<file path="config.mk">
export PLATFORM = sky130hd
export DESIGN_NAME = instr_fetch_flat
export DESIGN_NICKNAME = d
export VERILOG_FILES = /design/src/rtl/lc3_pkg.sv /design/src/rtl/instr_fetch_if.sv /design/src/rtl/ifetch_watchdog.sv /design/src/rtl/instr_fetch.sv /design/src/flat_wrapper.sv
export SDC_FILE = /design/constraint.sdc
export NUM_CORES = 1
export LEC_CHECK = 0
export BUFFER_PORTS_ARGS = -buffer_cell sky130_fd_sc_hd__buf_2
export CORE_MARGIN = 3
export CORE_UTILIZATION = 38
export CTS_CLUSTER_DIAMETER = 50
export DETAILED_ROUTE_END_ITERATION = 7
export PLACE_DENSITY_LB_ADDON = 0.1
export SYNTH_ARGS = -nofsm -noshare
export SYNTH_HDL_FRONTEND = slang
export SYNTH_SLANG_ARGS = --single-unit
</file>
<file path="constraint.sdc">
create_clock -name clk -period 3.1 [get_ports clk]
set_input_delay 0.31 -clock clk [delete_from_list [all_inputs] [get_ports clk]]
set_output_delay 0.31 -clock clk [all_outputs]
set_load 0.05 [all_outputs]
</file>
<file path="src/rtl/lc3_pkg.sv">
// Shared LC-3 fetch types: fetch FSM states, PC mux selects and the datapath width.
package lc3_pkg;

  localparam int WORD_W = 16;

  localparam logic [1:0] SEL_PC_INC = 2'b00;
  localparam logic [1:0] SEL_PC_EAB = 2'b01;
  localparam logic [1:0] SEL_PC_BUS = 2'b10;

  typedef enum logic [1:0] {
    IDLE,
    ADDR,
    MEM_WAIT,
    HOLD
  } fetch_state_t;

endpackage

</file>
<file path="src/rtl/instr_fetch_if.sv">
// Fetch-unit bus bundle: instruction-memory read channel plus the ir valid/ready channel to decode.
interface instr_fetch_if;
  import lc3_pkg::*;

  logic [WORD_W-1:0] mem_addr;
  logic              mem_req;
  logic              mem_ready;
  logic [WORD_W-1:0] mem_rdata;
  logic [WORD_W-1:0] ir;
  logic [WORD_W-1:0] fetch_pc;
  logic              ir_valid;
  logic              ir_ready;

  // master is the fetch unit; slave is the memory + decode side.
  modport master (
    output mem_addr, mem_req, ir, fetch_pc, ir_valid,
    input  mem_ready, mem_rdata, ir_ready
  );

  modport slave (
    input  mem_addr, mem_req, ir, fetch_pc, ir_valid,
    output mem_ready, mem_rdata, ir_ready
  );

endinterface

</file>
<file path="src/rtl/ifetch_watchdog.sv">
// Memory-wait watchdog: counts MEM_WAIT cycles without mem_ready and raises a sticky fetch_err.
module ifetch_watchdog #(
  parameter int TIMEOUT_CYC = 255
) (
  input  logic clk,
  input  logic reset,
  input  logic start,      // entering MEM_WAIT next cycle
  input  logic active,     // currently in MEM_WAIT
  input  logic mem_ready,
  output logic expire,     // this cycle is the last allowed wait cycle
  output logic fetch_err
);

  localparam int CNT_W = $clog2(TIMEOUT_CYC + 1);

  logic [CNT_W-1:0] cnt;

  assign expire = active && !mem_ready && (cnt == CNT_W'(TIMEOUT_CYC - 1));

  always_ff @(posedge clk or posedge reset) begin
    if (reset) begin
      cnt       <= '0;
      fetch_err <= 1'b0;
    end else begin
      if (start) begin
        cnt <= '0;
      end else if (active && !mem_ready) begin
        cnt <= cnt + 1'b1;
      end
      if (expire) begin
        fetch_err <= 1'b1;
      end
    end
  end

endmodule

</file>
<file path="src/rtl/instr_fetch.sv">
// LC-3 fetch sequencer: PC -> MAR, ldPC pulse, req/ready memory read, ir valid/ready to decode.
// Optional memory-wait timeout with sticky fetch_err is built when IFETCH_TIMEOUT_EN is defined.
module instr_fetch
  import lc3_pkg::*;
#(
  parameter int TIMEOUT_CYC = 255
) (
  input  logic              clk,
  input  logic              reset,
  input  logic              enable,
  input  logic              flush,
  input  logic [WORD_W-1:0] pc_in,
  output logic              ld_pc,
  output logic [1:0]        sel_pc,
  output logic              fetch_err,
  instr_fetch_if.master     bus
);

  fetch_state_t      state, state_d;
  logic [WORD_W-1:0] mar;
  logic [WORD_W-1:0] ir_q;
  logic [WORD_W-1:0] fetch_pc_q;
  logic              ir_valid_q;
  logic              drop;
  logic              mem_req_c;
  logic              timeout;

  assign sel_pc       = SEL_PC_INC;
  assign bus.mem_addr = mar;
  assign bus.mem_req  = mem_req_c;
  assign bus.ir       = ir_q;
  assign bus.fetch_pc = fetch_pc_q;
  assign bus.ir_valid = ir_valid_q;

`ifdef IFETCH_TIMEOUT_EN
  ifetch_watchdog #(
    .TIMEOUT_CYC(TIMEOUT_CYC)
  ) u_watchdog (
    .clk       (clk),
    .reset     (reset),
    .start     (state == ADDR && !flush),
    .active    (state == MEM_WAIT),
    .mem_ready (bus.mem_ready),
    .expire    (timeout),
    .fetch_err (fetch_err)
  );
`else
  assign timeout   = 1'b0;
  assign fetch_err = 1'b0;
`endif

  always_ff @(posedge clk or posedge reset) begin
    if (reset) begin
      state <= IDLE;
    end else begin
      // NOTE: registers take <= so every flop samples pre-edge values, independent of block order.
      state <= state_d;
    end
  end

  always_comb begin
    // NOTE: every output of this block gets a default first, otherwise unassigned paths infer latches.
    state_d   = state;
    ld_pc     = 1'b0;
    mem_req_c = 1'b0;
    unique case (state)
      IDLE: begin
        if (enable && !flush && !fetch_err) state_d = ADDR;
      end
      ADDR: begin
        ld_pc   = !flush;
        state_d = flush ? IDLE : MEM_WAIT;
      end
      MEM_WAIT: begin
        // The read is never abandoned on flush; its data is discarded when it lands.
        mem_req_c = 1'b1;
        if (bus.mem_ready) begin
          state_d = (drop || flush) ? IDLE : HOLD;
        end else if (timeout) begin
          state_d = IDLE;
        end
      end
      HOLD: begin
        if (flush) begin
          state_d = IDLE;
        end else if (bus.ir_ready) begin
          state_d = enable ? ADDR : IDLE;
        end
      end
      default: state_d = IDLE;
    endcase
  end

  always_ff @(posedge clk or posedge reset) begin
    if (reset) begin
      mar        <= '0;
      ir_q       <= '0;
      fetch_pc_q <= '0;
      ir_valid_q <= 1'b0;
      drop       <= 1'b0;
    end else begin
      case (state)
        ADDR: begin
          if (!flush) mar <= pc_in;
        end
        MEM_WAIT: begin
          if (bus.mem_ready) begin
            if (!(drop || flush)) begin
              ir_q       <= bus.mem_rdata;
              fetch_pc_q <= mar;
              ir_valid_q <= 1'b1;
            end
            drop <= 1'b0;
          end else if (timeout) begin
            drop <= 1'b0;
          end else if (flush) begin
            drop <= 1'b1;
          end
        end
        HOLD: begin
          // flush outranks ir_ready; either way the word leaves HOLD.
          if (flush || bus.ir_ready) ir_valid_q <= 1'b0;
        end
        default: ;
      endcase
    end
  end

  a_ld_req_exclusive: assert property (@(posedge clk) disable iff (reset)
    !(ld_pc && bus.mem_req));

  a_addr_stable: assert property (@(posedge clk) disable iff (reset)
    (bus.mem_req && !bus.mem_ready && !timeout) |=> (bus.mem_req && $stable(bus.mem_addr)));

  a_ir_stable: assert property (@(posedge clk) disable iff (reset)
    (bus.ir_valid && !bus.ir_ready && !flush) |=> (bus.ir_valid && $stable(bus.ir)));

endmodule

</file>
<file path="src/flat_wrapper.sv">
// flat-port wrapper written by rule: the top's interface ports become plain ports
module instr_fetch_flat import lc3_pkg::*;
#(
  parameter int TIMEOUT_CYC = 255
)
  (clk, reset, enable, flush, pc_in, ld_pc, sel_pc, fetch_err, bus_mem_addr, bus_mem_req, bus_ir, bus_fetch_pc, bus_ir_valid, bus_mem_ready, bus_mem_rdata, bus_ir_ready);
  instr_fetch_if bus_i ();
  input  logic clk;
  input  logic reset;
  input  logic enable;
  input  logic flush;
  input  logic [WORD_W-1:0] pc_in;
  output logic ld_pc;
  output logic [1:0] sel_pc;
  output logic fetch_err;
  output wire logic [$bits(bus_i.mem_addr)-1:0] bus_mem_addr;
  output wire logic [$bits(bus_i.mem_req)-1:0] bus_mem_req;
  output wire logic [$bits(bus_i.ir)-1:0] bus_ir;
  output wire logic [$bits(bus_i.fetch_pc)-1:0] bus_fetch_pc;
  output wire logic [$bits(bus_i.ir_valid)-1:0] bus_ir_valid;
  input wire logic [$bits(bus_i.mem_ready)-1:0] bus_mem_ready;
  input wire logic [$bits(bus_i.mem_rdata)-1:0] bus_mem_rdata;
  input wire logic [$bits(bus_i.ir_ready)-1:0] bus_ir_ready;
  assign bus_mem_addr = bus_i.mem_addr;
  assign bus_mem_req = bus_i.mem_req;
  assign bus_ir = bus_i.ir;
  assign bus_fetch_pc = bus_i.fetch_pc;
  assign bus_ir_valid = bus_i.ir_valid;
  assign bus_i.mem_ready = bus_mem_ready;
  assign bus_i.mem_rdata = bus_mem_rdata;
  assign bus_i.ir_ready = bus_ir_ready;
  instr_fetch #(.TIMEOUT_CYC(TIMEOUT_CYC)) u_core (.clk(clk), .reset(reset), .enable(enable), .flush(flush), .pc_in(pc_in), .ld_pc(ld_pc), .sel_pc(sel_pc), .fetch_err(fetch_err), .bus(bus_i));
endmodule
</file>
=== Yosys cells after proc, flatten, opt, wreduce, memory -nomap -nowiden ===
Index checks and enable logic that the tools add are counted.

* Equal/unequal tests: 8
* Multiplexer cells: 16
* Bitwise gates (word level): 2
* Reduce and logical (&&, ||, !) cells: 12

{| class="wikitable"
|+ Operators by type and width
! kind !! number
|-
| 2-bit 2-to-1 mux || 6
|-
| 1-bit 2-to-1 mux || 8
|-
| 2-bit one-hot mux with 4 select lines || 1
|-
| 3-bit AND reduction || 2
|-
| 2-bit == test (second input constant) || 2
|-
| 2-bit by 1-bit inequality test with 1-bit output (second input constant) || 2
|-
| 2-bit inequality test (second input constant) || 2
|-
| 2-bit AND reduction || 2
|-
| 4-bit AND reduction || 1
|-
| 2-bit nonzero test || 2
|-
| 3-bit inequality test (second input constant) || 1
|-
| 2-bit by 1-bit == test with 1-bit output (second input constant) || 1
|-
| 2-bit zero test || 1
|-
| 1-bit logical OR || 2
|-
| 1-bit NOT || 2
|-
| 1-bit one-hot mux with 2 select lines || 1
|-
| 1-bit logical AND || 1
|-
| 1-bit zero test || 1
|}

* Register bits: 52
* Input bits: 38
* Output and inout bits: 54
* Logic and storage cells: 44

=== Logic depth before layout (Yosys ltp) ===
* Depth after elaboration: 4
* Gate-level depth with buffers: 4
* Gate-level depth less buffers: 3

=== Worst setup path before layout ===
OpenSTA, ideal clock, no wires.

* Path kind: flip-flop to flip-flop
* Start point: register u_core.state[0]
* End point: register u_core.ir_q[0], in the netlist u_core.bus.ir[0]
* Setup time: 0.125 ns
* Arrival time: 1.804 ns
* Data required time: 2.975 ns
* Setup slack: 1.171 ns
* Stages on the path, launching flop included: 5
* Buffers on the path: 1
* Clock period less this slack: 1.929 ns
* Cell sequence: dfrtp_1 -> and2b_2 -> nor4b_4 -> buf_6 -> mux2_2

* Longest elaborated chain between the ends: 2

{| class="wikitable"
|+ RTL lines
! item !! line !! source
|-
| start, declared || instr_fetch.sv:19 || <nowiki>fetch_state_t state, state_d;</nowiki>
|-
| start signal, assigned || instr_fetch.sv:57 || <nowiki>state <= state_d;</nowiki>
|-
| 2-bit == test || instr_fetch.sv:102 || <nowiki>case (state)</nowiki>
|-
| 3-bit AND reduction (no line) || - ||
|-
| end signal, assigned || instr_fetch.sv:109 || <nowiki>ir_q <= bus.mem_rdata;</nowiki>
|-
| end, declared || instr_fetch.sv:21 || <nowiki>logic [WORD_W-1:0] ir_q;</nowiki>
|}

Every way passes these cells.
A chain may end at the register's enable or synchronous reset.

=== Final worst setup path ===
* Start point: register u_core.state[0]
* End point: register u_core.ir_q[11], in the netlist u_core.bus.ir[11]

The elaborated chain is that of the path after synthesis.

==> results_dict.tcl <==
set metrics [dict create \
    fin_crit_ps 2060 \
    finalMaxSlewViolations 0 \
    detail_route.drc_violations 0 \
    crit_slowest_cell "nor4b_4" \
    critPathLaunchType "flop" \
    min_path_cells 2 \
    worstReg2RegEnd "u_core.bus.ir[11]" \
    min_to "u_core.drop" \
    ctsResizeCount 0 \
    die_w_um 79.3 \
    skew_ps 8.48 \
    path_clk_slew_ps 80 \
    critPathBufInv 1 \
    rows 26 \
    synth_top_area_share_pct 63.8 \
    wl_per_cell_um 13.7 \
    period_share_pct 66.5 \
    antenna_found_initial 0 \
    grt_pass1_wl_mm 6.37 \
    nets 257 \
    viasPerCell 4.57 \
    synth_edf_count 0 \
    rr_startpoint "u_core.state[0]" \
    cp_cell_sequence "and2b_2 -> nor4b_4 -> buf_4 -> mux2_2" \
    status "completed" \
    synth_cell_types 22 \
    synthCells 126 \
    r2r_setup_slack_ps 1040 \
    ys_seq_elements 52 \
    area_delta_synth_final_pct 29.1 \
    required_ps 3280 \
    io_pins 92 \
    setup.worst_path.end_class "flop" \
    die_y_um 79.3 \
    hold_ws_ps 204 \
    synthArstFlopShare_pct 100 \
    ys_seq_area_share_pct 63.8 \
    maxCapViolations 0 \
    n_antenna_cell 0 \
    grt_max_degree 53 \
    synth.avg_cell_area_um2 16.2 \
    ff_latch_area_um2 1300 \
    yosys_warnings 0 \
    tritoncts "built" \
    slew_headroom_pct 30.6 \
    ctsHoldBuffers 0 \
    cts_setup_buffers 0 \
    multi_input_area_um2 674 \
    cpLargestDelayFamily "simple AND/OR/NAND/NOR gates" \
    rsz0062_at_grt "no" \
    finalHoldViolations 0 \
    synth_flop_cell "dfrtp_1" \
    clock-sinks 52 \
    cts.path.max_buffers 2 \
    hp-start "bus_mem_ready" \
    synth_top_area_cell "dfrtp_1" \
    cp.arrival_ps 2240 \
    worstMarginPinSlew_ps 1040 \
    drive_gt1_share_pct 69.1 \
    setup.worst_path.class "flop to flop" \
    cts_made_buffers 5 \
    setup_tns_ps 0 \
    dieArea_um2 6290 \
    initial_core_util_pct 39.7 \
    clock_latency_ps 290 \
    synth_area_leaders "dfrtp_1 64%, mux2_2 26%, buf_6 1.7%" \
    final_util_pct 51.2 \
    core_area_um2 5140 \
    cts-htree-levels 2 \
    fill_cells 469 \
    drtIter0Drc 51 \
    num_vias 1324 \
    root_buffer "clkbuf_8" \
    reg2regPathDepth 4 \
    drt-total-wl_mm 3.99 \
    hp-class "input pin to flop" \
    first_pass_iters 3 \
    grt_usage_pct 12.9 \
    place.gp.congestion 0.679 \
    setup_viol 0 \
    slowest_delay_ps 530 \
    syn_area_um2 2040 \
    grt_pass1_vias 1372 \
    cp_max_fo 14 \
    port_buffers 88 \
    max_freq_ghz 0.485 \
    postRouteAntennaNets 0 \
    grt.overflow.total 0 \
]
==> synth_stat cells, types with 2 or more instances <==
| cell type | instances |
|---|---|
| inv_1 | 2 |
| mux2_2 | 48 |
| buf_6 | 3 |
| a21oi_1 | 2 |
| buf_4 | 3 |
| dfrtp_1 | 52 |
==> per-layer routing <==
layer,wire [um],vias up,GRT usage [%]
met4,46,0,4.12
met5,0,-,0
met1,1730,632,15.8
li1,-,626,-
met2,1890,61,21.8
met3,319,5,4.08
==> registers in the layout, indices dropped and copies added, names as in the netlist <==
register	cells
u_core.bus.mem_addr	16
u_core.state	2
u_core.bus.ir_valid	1
u_core.drop	1
u_core.bus.fetch_pc	16
u_core.bus.ir	16
==> logic make-up (layout without fill, tap and decap cells) <==
family	Yosys count	in the layout	share of synthesized area [%]
DFF	52	52	63.8
muxes	48	48	26.5
buffers and inverters	10	102	3.56
AOI/OAI and AO/OA	8	8	2.58
and+or+nand+nor	7	7	3.43
other	1	3	0.184
==> stage by stage <==
stage                     setup WS (ps)  cells  cell area [um^2]
after floorplan                    1170    128              2050
after global placement             1110    282              2540
after detailed placement           1000    282              2540
after CTS                           990    290              2630
after global routing                904    290              2630
final                              1040    290              2630
==> placed cells by master (no fill, tap or decap), drive strengths merged <==
| cell type | Yosys | layout |
|---|---|---|
| a31oi | 1 | 1 |
| nor3b | 2 | 2 |
| nor2b | 1 | 1 |
| buf | 7 | 92 |
| nor4b | 1 | 1 |
| clkinv | 0 | 2 |
| a21oi | 2 | 2 |
| mux2 | 48 | 48 |
| inv | 2 | 2 |
| o21bai | 1 | 1 |
| o2bb2ai | 1 | 1 |
| o21ai | 1 | 1 |
| nand3 | 1 | 1 |
| conb | 1 | 3 |
| dfrtp | 52 | 52 |
| o211ai | 1 | 1 |
| a21o | 1 | 1 |
| nand2b | 1 | 1 |
| clkbuf | 1 | 6 |
| and2b | 1 | 1 |
==> worst max-delay path by stage <==
| stage | startpoint | end | depth (start not counted) | slack, ps |
|---|---|---|---|---|
| floorplan | u_core.state[0] | u_core.bus.ir[0] | 4 | 1170 |
| detailed placement | u_core.state[0] | u_core.bus.ir[2] | 4 | 1000 |
| global placement | u_core.state[0] | u_core.bus.fetch_pc[0] | 4 | 1110 |
| finish | u_core.state[0] | u_core.bus.ir[11] | 4 | 1040 |
| global route | u_core.state[0] | u_core.bus.ir[12] | 4 | 900 |
| CTS | u_core.state[0] | u_core.bus.ir[12] | 4 | 990 |
==> area by class of cell <==
cell class | instances | area share, %
sequential | 52 | 49.4
multi-input combinational | 66 | 25.6
timing repair buffer | 92 | 17.9
tap | 70 | 3.33
clock buffer | 6 | 3.14
clock inverter | 2 | 0.380
inverter | 2 | 0.285
Power is not shown: default switching activity piles up to over one toggle a cycle in this logic, so the estimate is an artifact.
